===== src/rtl/cpu86_mem_arb_pkg.sv =====
// Shared types and widths for the cpu86 two-port memory arbiter.
// The dual-issue option is selected with CPU86_MEM_ARB_DUAL_ISSUE_EN.
package cpu86_mem_arb_pkg;

    localparam int unsigned DEFAULT_ADDR_W = 25;
    localparam int unsigned DEFAULT_DATA_W = 32;
    localparam int unsigned NUM_LANES      = 4;

    typedef enum logic [1:0] {TAG_NONE, TAG_IF, TAG_D} rsp_tag_t;

    // Core-side write request; wmask is active-low, bit 3 selects wdata[7:0].
    typedef struct packed {
        logic                      we;
        logic [DEFAULT_ADDR_W-1:0] addr;
        logic [NUM_LANES-1:0]      wmask;
        logic [DEFAULT_DATA_W-1:0] wdata;
    } mem_req_t;

endpackage


===== src/rtl/cpu86_mem_arb_grant.sv =====
// Grant and ready logic for the fetch/data arbiter, including the data burst limit.
// With CPU86_MEM_ARB_DUAL_ISSUE_EN a data write and a non-colliding fetch issue together.
module cpu86_mem_arb_grant
    import cpu86_mem_arb_pkg::*;
#(
    parameter int unsigned ADDR_W         = DEFAULT_ADDR_W,
    parameter int unsigned MAX_DATA_BURST = 4
) (
    input  logic              clk,
    input  logic              rst,
    input  logic              if_req_valid,
    input  logic [ADDR_W-1:0] if_req_addr,
    input  logic              d_req_valid,
    input  logic              d_req_we,
    input  logic [ADDR_W-1:0] d_req_addr,
    output logic              if_req_ready,
    output logic              d_req_ready
);

    localparam logic [3:0] BURST_MAX = 4'(MAX_DATA_BURST);

    logic [3:0] burst_cnt_q, burst_cnt_d;
    logic       fetch_starved;
    logic       dual_write;
    logic       addr_hit;

`ifdef CPU86_MEM_ARB_DUAL_ISSUE_EN
    assign dual_write = d_req_we;
    assign addr_hit   = (if_req_addr == d_req_addr);
`else
    logic unused_dual;
    assign dual_write  = 1'b0;
    assign addr_hit    = 1'b0;
    assign unused_dual = ^{d_req_we, if_req_addr, d_req_addr};
`endif

    assign fetch_starved = (burst_cnt_q == BURST_MAX);

    always_comb begin
        if_req_ready = 1'b0;
        d_req_ready  = 1'b0;
        if (!rst) begin
            if (if_req_valid && d_req_valid) begin
                if (dual_write) begin
                    // Same-address fetch waits a cycle so it observes the new data.
                    d_req_ready  = 1'b1;
                    if_req_ready = !addr_hit;
                end else if (fetch_starved) begin
                    if_req_ready = 1'b1;
                end else begin
                    d_req_ready = 1'b1;
                end
            end else begin
                if_req_ready = if_req_valid;
                d_req_ready  = d_req_valid;
            end
        end
    end

    always_comb begin
        burst_cnt_d = burst_cnt_q;
        if (!if_req_valid || if_req_ready) begin
            burst_cnt_d = '0;
        end else if (d_req_ready && !fetch_starved) begin
            burst_cnt_d = burst_cnt_q + 4'd1;
        end
    end

    always_ff @(posedge clk) begin
        if (rst) begin
            burst_cnt_q <= '0;
        end else begin
            burst_cnt_q <= burst_cnt_d;
        end
    end

endmodule


===== src/rtl/cpu86_mem_arbiter.sv =====
// Shares the memory core's write and read ports between instruction fetch and data.
// Define CPU86_MEM_ARB_DUAL_ISSUE_EN to let a data write and a fetch read issue together.
module cpu86_mem_arbiter
    import cpu86_mem_arb_pkg::*;
#(
    parameter int unsigned ADDR_W         = DEFAULT_ADDR_W,
    parameter int unsigned DATA_W         = DEFAULT_DATA_W,
    parameter int unsigned MAX_DATA_BURST = 4
) (
    input  logic              clk,
    input  logic              rst,
    input  logic              if_req_valid,
    output logic              if_req_ready,
    input  logic [ADDR_W-1:0] if_req_addr,
    output logic              if_rsp_valid,
    output logic [DATA_W-1:0] if_rsp_data,
    input  logic              d_req_valid,
    output logic              d_req_ready,
    input  logic              d_req_we,
    input  logic [ADDR_W-1:0] d_req_addr,
    input  logic [3:0]        d_req_wmask,
    input  logic [DATA_W-1:0] d_req_wdata,
    output logic              d_rsp_valid,
    output logic [DATA_W-1:0] d_rsp_data,
    output logic              mem_we,
    output logic [3:0]        mem_wmask,
    output logic [ADDR_W-1:0] mem_waddr,
    output logic [DATA_W-1:0] mem_wdata,
    output logic [ADDR_W-1:0] mem_raddr,
    input  logic [DATA_W-1:0] mem_q
);

    logic if_rd_fire, d_fire, d_wr_fire, d_rd_fire;

    mem_req_t          wr_q, wr_d;
    logic [ADDR_W-1:0] raddr_q, raddr_d;
    rsp_tag_t          tag1_q, tag1_d, tag2_q;

    cpu86_mem_arb_grant #(
        .ADDR_W         (ADDR_W),
        .MAX_DATA_BURST (MAX_DATA_BURST)
    ) u_grant (
        .clk          (clk),
        .rst          (rst),
        .if_req_valid (if_req_valid),
        .if_req_addr  (if_req_addr),
        .d_req_valid  (d_req_valid),
        .d_req_we     (d_req_we),
        .d_req_addr   (d_req_addr),
        .if_req_ready (if_req_ready),
        .d_req_ready  (d_req_ready)
    );

    assign if_rd_fire = if_req_valid && if_req_ready;
    assign d_fire     = d_req_valid && d_req_ready;
    assign d_wr_fire  = d_fire && d_req_we;
    assign d_rd_fire  = d_fire && !d_req_we;

    always_comb begin
        wr_d    = wr_q;
        wr_d.we = 1'b0;
        if (d_wr_fire) begin
            wr_d.we    = 1'b1;
            wr_d.addr  = d_req_addr;
            wr_d.wmask = d_req_wmask;
            wr_d.wdata = d_req_wdata;
        end
        raddr_d = raddr_q;
        tag1_d  = TAG_NONE;
        // At most one read is granted per cycle, so the two cases never overlap.
        if (if_rd_fire) begin
            raddr_d = if_req_addr;
            tag1_d  = TAG_IF;
        end else if (d_rd_fire) begin
            raddr_d = d_req_addr;
            tag1_d  = TAG_D;
        end
    end

    always_ff @(posedge clk) begin
        if (rst) begin
            wr_q    <= '0;
            raddr_q <= '0;
            tag1_q  <= TAG_NONE;
            tag2_q  <= TAG_NONE;
        end else begin
            wr_q    <= wr_d;
            raddr_q <= raddr_d;
            tag1_q  <= tag1_d;
            tag2_q  <= tag1_q;
        end
    end

    assign mem_we    = wr_q.we;
    assign mem_wmask = wr_q.wmask;
    assign mem_waddr = wr_q.addr;
    assign mem_wdata = wr_q.wdata;
    assign mem_raddr = raddr_q;

    // Gated by rst so a read in flight when reset arrives never responds.
    assign if_rsp_valid = !rst && (tag2_q == TAG_IF);
    assign d_rsp_valid  = !rst && (tag2_q == TAG_D);
    assign if_rsp_data  = if_rsp_valid ? mem_q : '0;
    assign d_rsp_data   = d_rsp_valid ? mem_q : '0;

endmodule


===== config.mk =====
export PLATFORM = sky130hd
export DESIGN_NAME = cpu86_mem_arbiter
export DESIGN_NICKNAME = d
export VERILOG_FILES = /design/src/rtl/cpu86_mem_arb_pkg.sv /design/src/rtl/cpu86_mem_arb_grant.sv /design/src/rtl/cpu86_mem_arbiter.sv
export SDC_FILE = /design/constraint.sdc
export NUM_CORES = 1
export LEC_CHECK = 0
export CAP_MARGIN = 20
export CORE_AREA = 2 2 108 110
export DETAILED_ROUTE_END_ITERATION = 16
export DIE_AREA = 0 0 110 112
export PLACE_DENSITY = 0.9
export RECOVER_POWER = 50
export SKIP_LAST_GASP = 1
export SLEW_MARGIN = 10
export SYNTH_ARGS = -nofsm -noshare
export SYNTH_HDL_FRONTEND = slang
export SYNTH_SLANG_ARGS = --single-unit

===== constraint.sdc =====
create_clock -name clk -period 3.05 [get_ports clk]
set_input_delay 0.61 -clock clk [delete_from_list [all_inputs] [get_ports clk]]
set_output_delay 0.61 -clock clk [all_outputs]
set_load 0.05 [all_outputs]

==> metrics.md <==
| Metric | Value |
|---|---|
| RSZ-0062 raised after global routing | false |
| Largest family of logic cells by synthesized area | compound AO/OA/AOI/OAI gates |
| Syn avg cell area | 8.167 um2 |
| CTS tree | built |
| Rows | 39 |
| Die ar. | 12320 um2 |
| PwrDens | 391.7 nW/um2 |
| GR met3 Demand/Resource | 6.850% |
| Synth top area share | 43.85% |
| CTS Buffer Depth | 2 |
| Crit start category | input pin |
| Antenna-violating nets left | 0 |
| Initial antenna violation count | 8 |
| Worst min-delay path class | flip-flop to flip-flop |
| Post-synthesis xor/xnor area fraction | 0.4039% |
| Crit path time final | 2.742 ns |
| R2r setup slk | 0.91 ns |
| Final setup vio count | 0 |
| Total track usage | 27.53% |
| Final WL | 17410 um |
| Leak | 0.003047 uW |
| Die width | 110 um |
| Number of H-tree levels | 3 |
| Die height | 112 um |
| Setup_tns | 0 ns |
| Layout cell share with drive strength beyond 1 | 13.21% |
| Synth cell types | 28 |
| Clk_lat worst skew | 0.34 ns |
| Cells after Synth | 531 |
| Drt wl/cell | 18.72 um |
| Hold slack final | 0.4521 ns |
| Final hold vios | 0 |
| Post-DP HPWL | 12680 um |
| Met2 Use GR | 47.73% |
| Most Crowded Layer GR | met2 |
| CTS hold repair buffers | 0 |
| Maximum operating frequency | 0.3647 GHz |
| Vias in the first global route | 4966 |
| Worst-path maximum fanout | 16 |
| #FFs+latches synth | 95 |
| Compound-cell area share of the yosys netlist | 24.81% |
| Setup Skew | 0.008264 ns |
| First-pass GRT wire length | 26120 um |
| Placed instance area | 7829 um2 |
| Sequential share of the synthesized area | 43.85% |
| Number of I/O pins | 278 |
| Syn Nets | 656 |
| Drt first pass iters | 5 |
| CP max-delay cell | dlygate4sd3_1 |
| Post-Layout Inst Area | 8020 um2 |
| Core ar. | 11170 um2 |
| Status | complete, no violations |
| Fillers | 821 |
| Worst path arrival time | 2.13 ns |
| Placed instance count | 908 |
| Clock sink total | 95 |
| Post_cts resized | 0 |
| Peak VDD IR | 0.0002747 V |
| Synth Area in Simple Gates | 23.86% |
| Largest net degree at the start of global routing | 58 |
| Worst path cell trace | dlygate4sd3_1 -> nand4b_4 -> and2_0 -> nor2_1 -> buf_4 |
| Critical Path RT | 2.44 ns |
| Slew @ Worst Pin | 0.8289 ns |
| # DRC | 0 |
| CTS Buf Count | 9 |
| Total grt overflow | 0 |
| Critical path class | input pin to output port |
| Met1 Usage GRT | 29.88% |
| First-iteration detailed-routing DRC count | 557 |
| Initial cell density of the core | 38.81% |
| Max cap viols | 0 |
| Leading area contributor after synthesis | dfxtp_1 |
| Yosys Warn Count | 0 |
| PortBufs | 277 |
| Vias per std cell | 5.415 |
| Adder-cell share of the synthesized area | 0.5770% |
| Area contributors post-synth | dfxtp_1 44%, a21oi_1 9.9%, and2_1 9.4% |
| Slew Limit Fails | 0 |
| Worst slew margin | 44.74% |
| Layout Cells excl Fill | 930 |
| Critical path's largest stage delay | 0.64 ns |
| Clk root buf | clkbuf_16 |
| Total via count in the routed design | 5036 |
| CP endpoint kind | output port |
| Multiplexer share of the synthesized area | 0% |
| Synthesized cell area | 4337 um2 |
| Final period util | 89.91% |
| Nets | 901 |
| Postcts setup bufs | 0 |
| Placer Congestion | 0.8909 |
| Layout area overhead | 84.94% |
| Clk pin slew, worst setup/hold paths | 0.06 ns |
stage by stage:
stage          setup slack (ns)  utilization (%)  total power [uW]
2_1_floorplan            0.3318                -              1719
3_3_place_gp             0.4303            70.06              2062
3_5_place_dp             0.4162            70.06              2077
4_1_cts                  0.4077            72.72              3196
5_1_grt                  0.2175            71.75              3246
6_report                 0.3078            71.77              3142
per-layer routing:
layer,up-vias,routed length [um]
met2,289,8878
met1,2355,6069
met3,40,1694
met5,-,0
met4,0,770
li1,2352,-
cells in the final DEF (no fill, tap or decap), drive strengths merged, types with 7 or more instances in the layout:
cell           count
a21oi             86
a311oi            25
and2              65
buf               77
clkbuf            16
clkdlybuf4s50    151
dfxtp             95
diode              7
dlygate4sd3       57
nand2             51
nand3             62
nor2               7
o21ai             61
layout make-up:
cell class                 instances  area (um2)  share of cell area [%]
antenna                            7       17.52                  0.2184
clock buffer                      10       239.0                   2.980
inverter                           4       15.01                  0.1872
timing repair buffer             291        3538                   44.12
clock inverter                     5       58.81                  0.7332
tap                              143       178.9                   2.231
sequential                        95        1902                   23.71
multi-input combinational        375        2071                   25.82
cells by family (layout without fill, tap and decap cells):
group / Yosys count / in the layout
AND/OR/NAND/NOR: 198 / 198
AO/OA/AOI/OAI: 173 / 173
adder cells (fa/ha/maj): 2 / 2
flip-flops: 95 / 95
buffers and inverters: 61 / 310
XOR/XNOR: 2 / 2
other: 0 / 7
Yosys cell counts:
cell        n
and3b_1     1
buf_1       1
a311oi_2   18
xnor2_1     1
nand3b_1    1
nor2_1      7
ha_1        2
buf_6       3
nor3b_1     2
buf_2      19
clkbuf_1   29
o21ai_1     4
nand2_1    51
dfxtp_1    95
nand4b_2    1
xor2_1      1
nand3_1    62
and2_1     65
a21oi_1    86
and3_1      1
a311oi_1    7
o2111ai_1   1
nor2b_1     4
inv_1       4
nand2b_1    2
clkbuf_2    5
and4b_1     1
o21ai_0    57
state kept, by name (all words and copies together), names as in the netlist:
register             flops
mem_waddr               25
mem_wmask                4
tag1_q                   2
mem_raddr               25
mem_we                   1
u_grant.burst_cnt_q      4
mem_wdata               32
tag2_q                   2
worst max-delay path, delay by kind of cell:
kind	cells	cell delay (ns)
buffers and inverters	2	0.86
AND/OR/NAND/NOR	3	0.66
report_power, final:
part | switching (uW) | internal (uW)
Sequential | 27.3 | 1300
Clock | 466 | 653
Combinational | 402 | 298
final timing paths:
check / from / end / depth (start not counted)
max: if_req_valid / if_req_ready / 5
min reg2reg: tag1_q[0] / tag2_q[0] / 1
min: tag1_q[0] / tag2_q[0] / 1
max reg2reg: u_grant.burst_cnt_q[0] / mem_raddr[21] / 6
No activity file was read; power rests on OpenSTA's default activity.
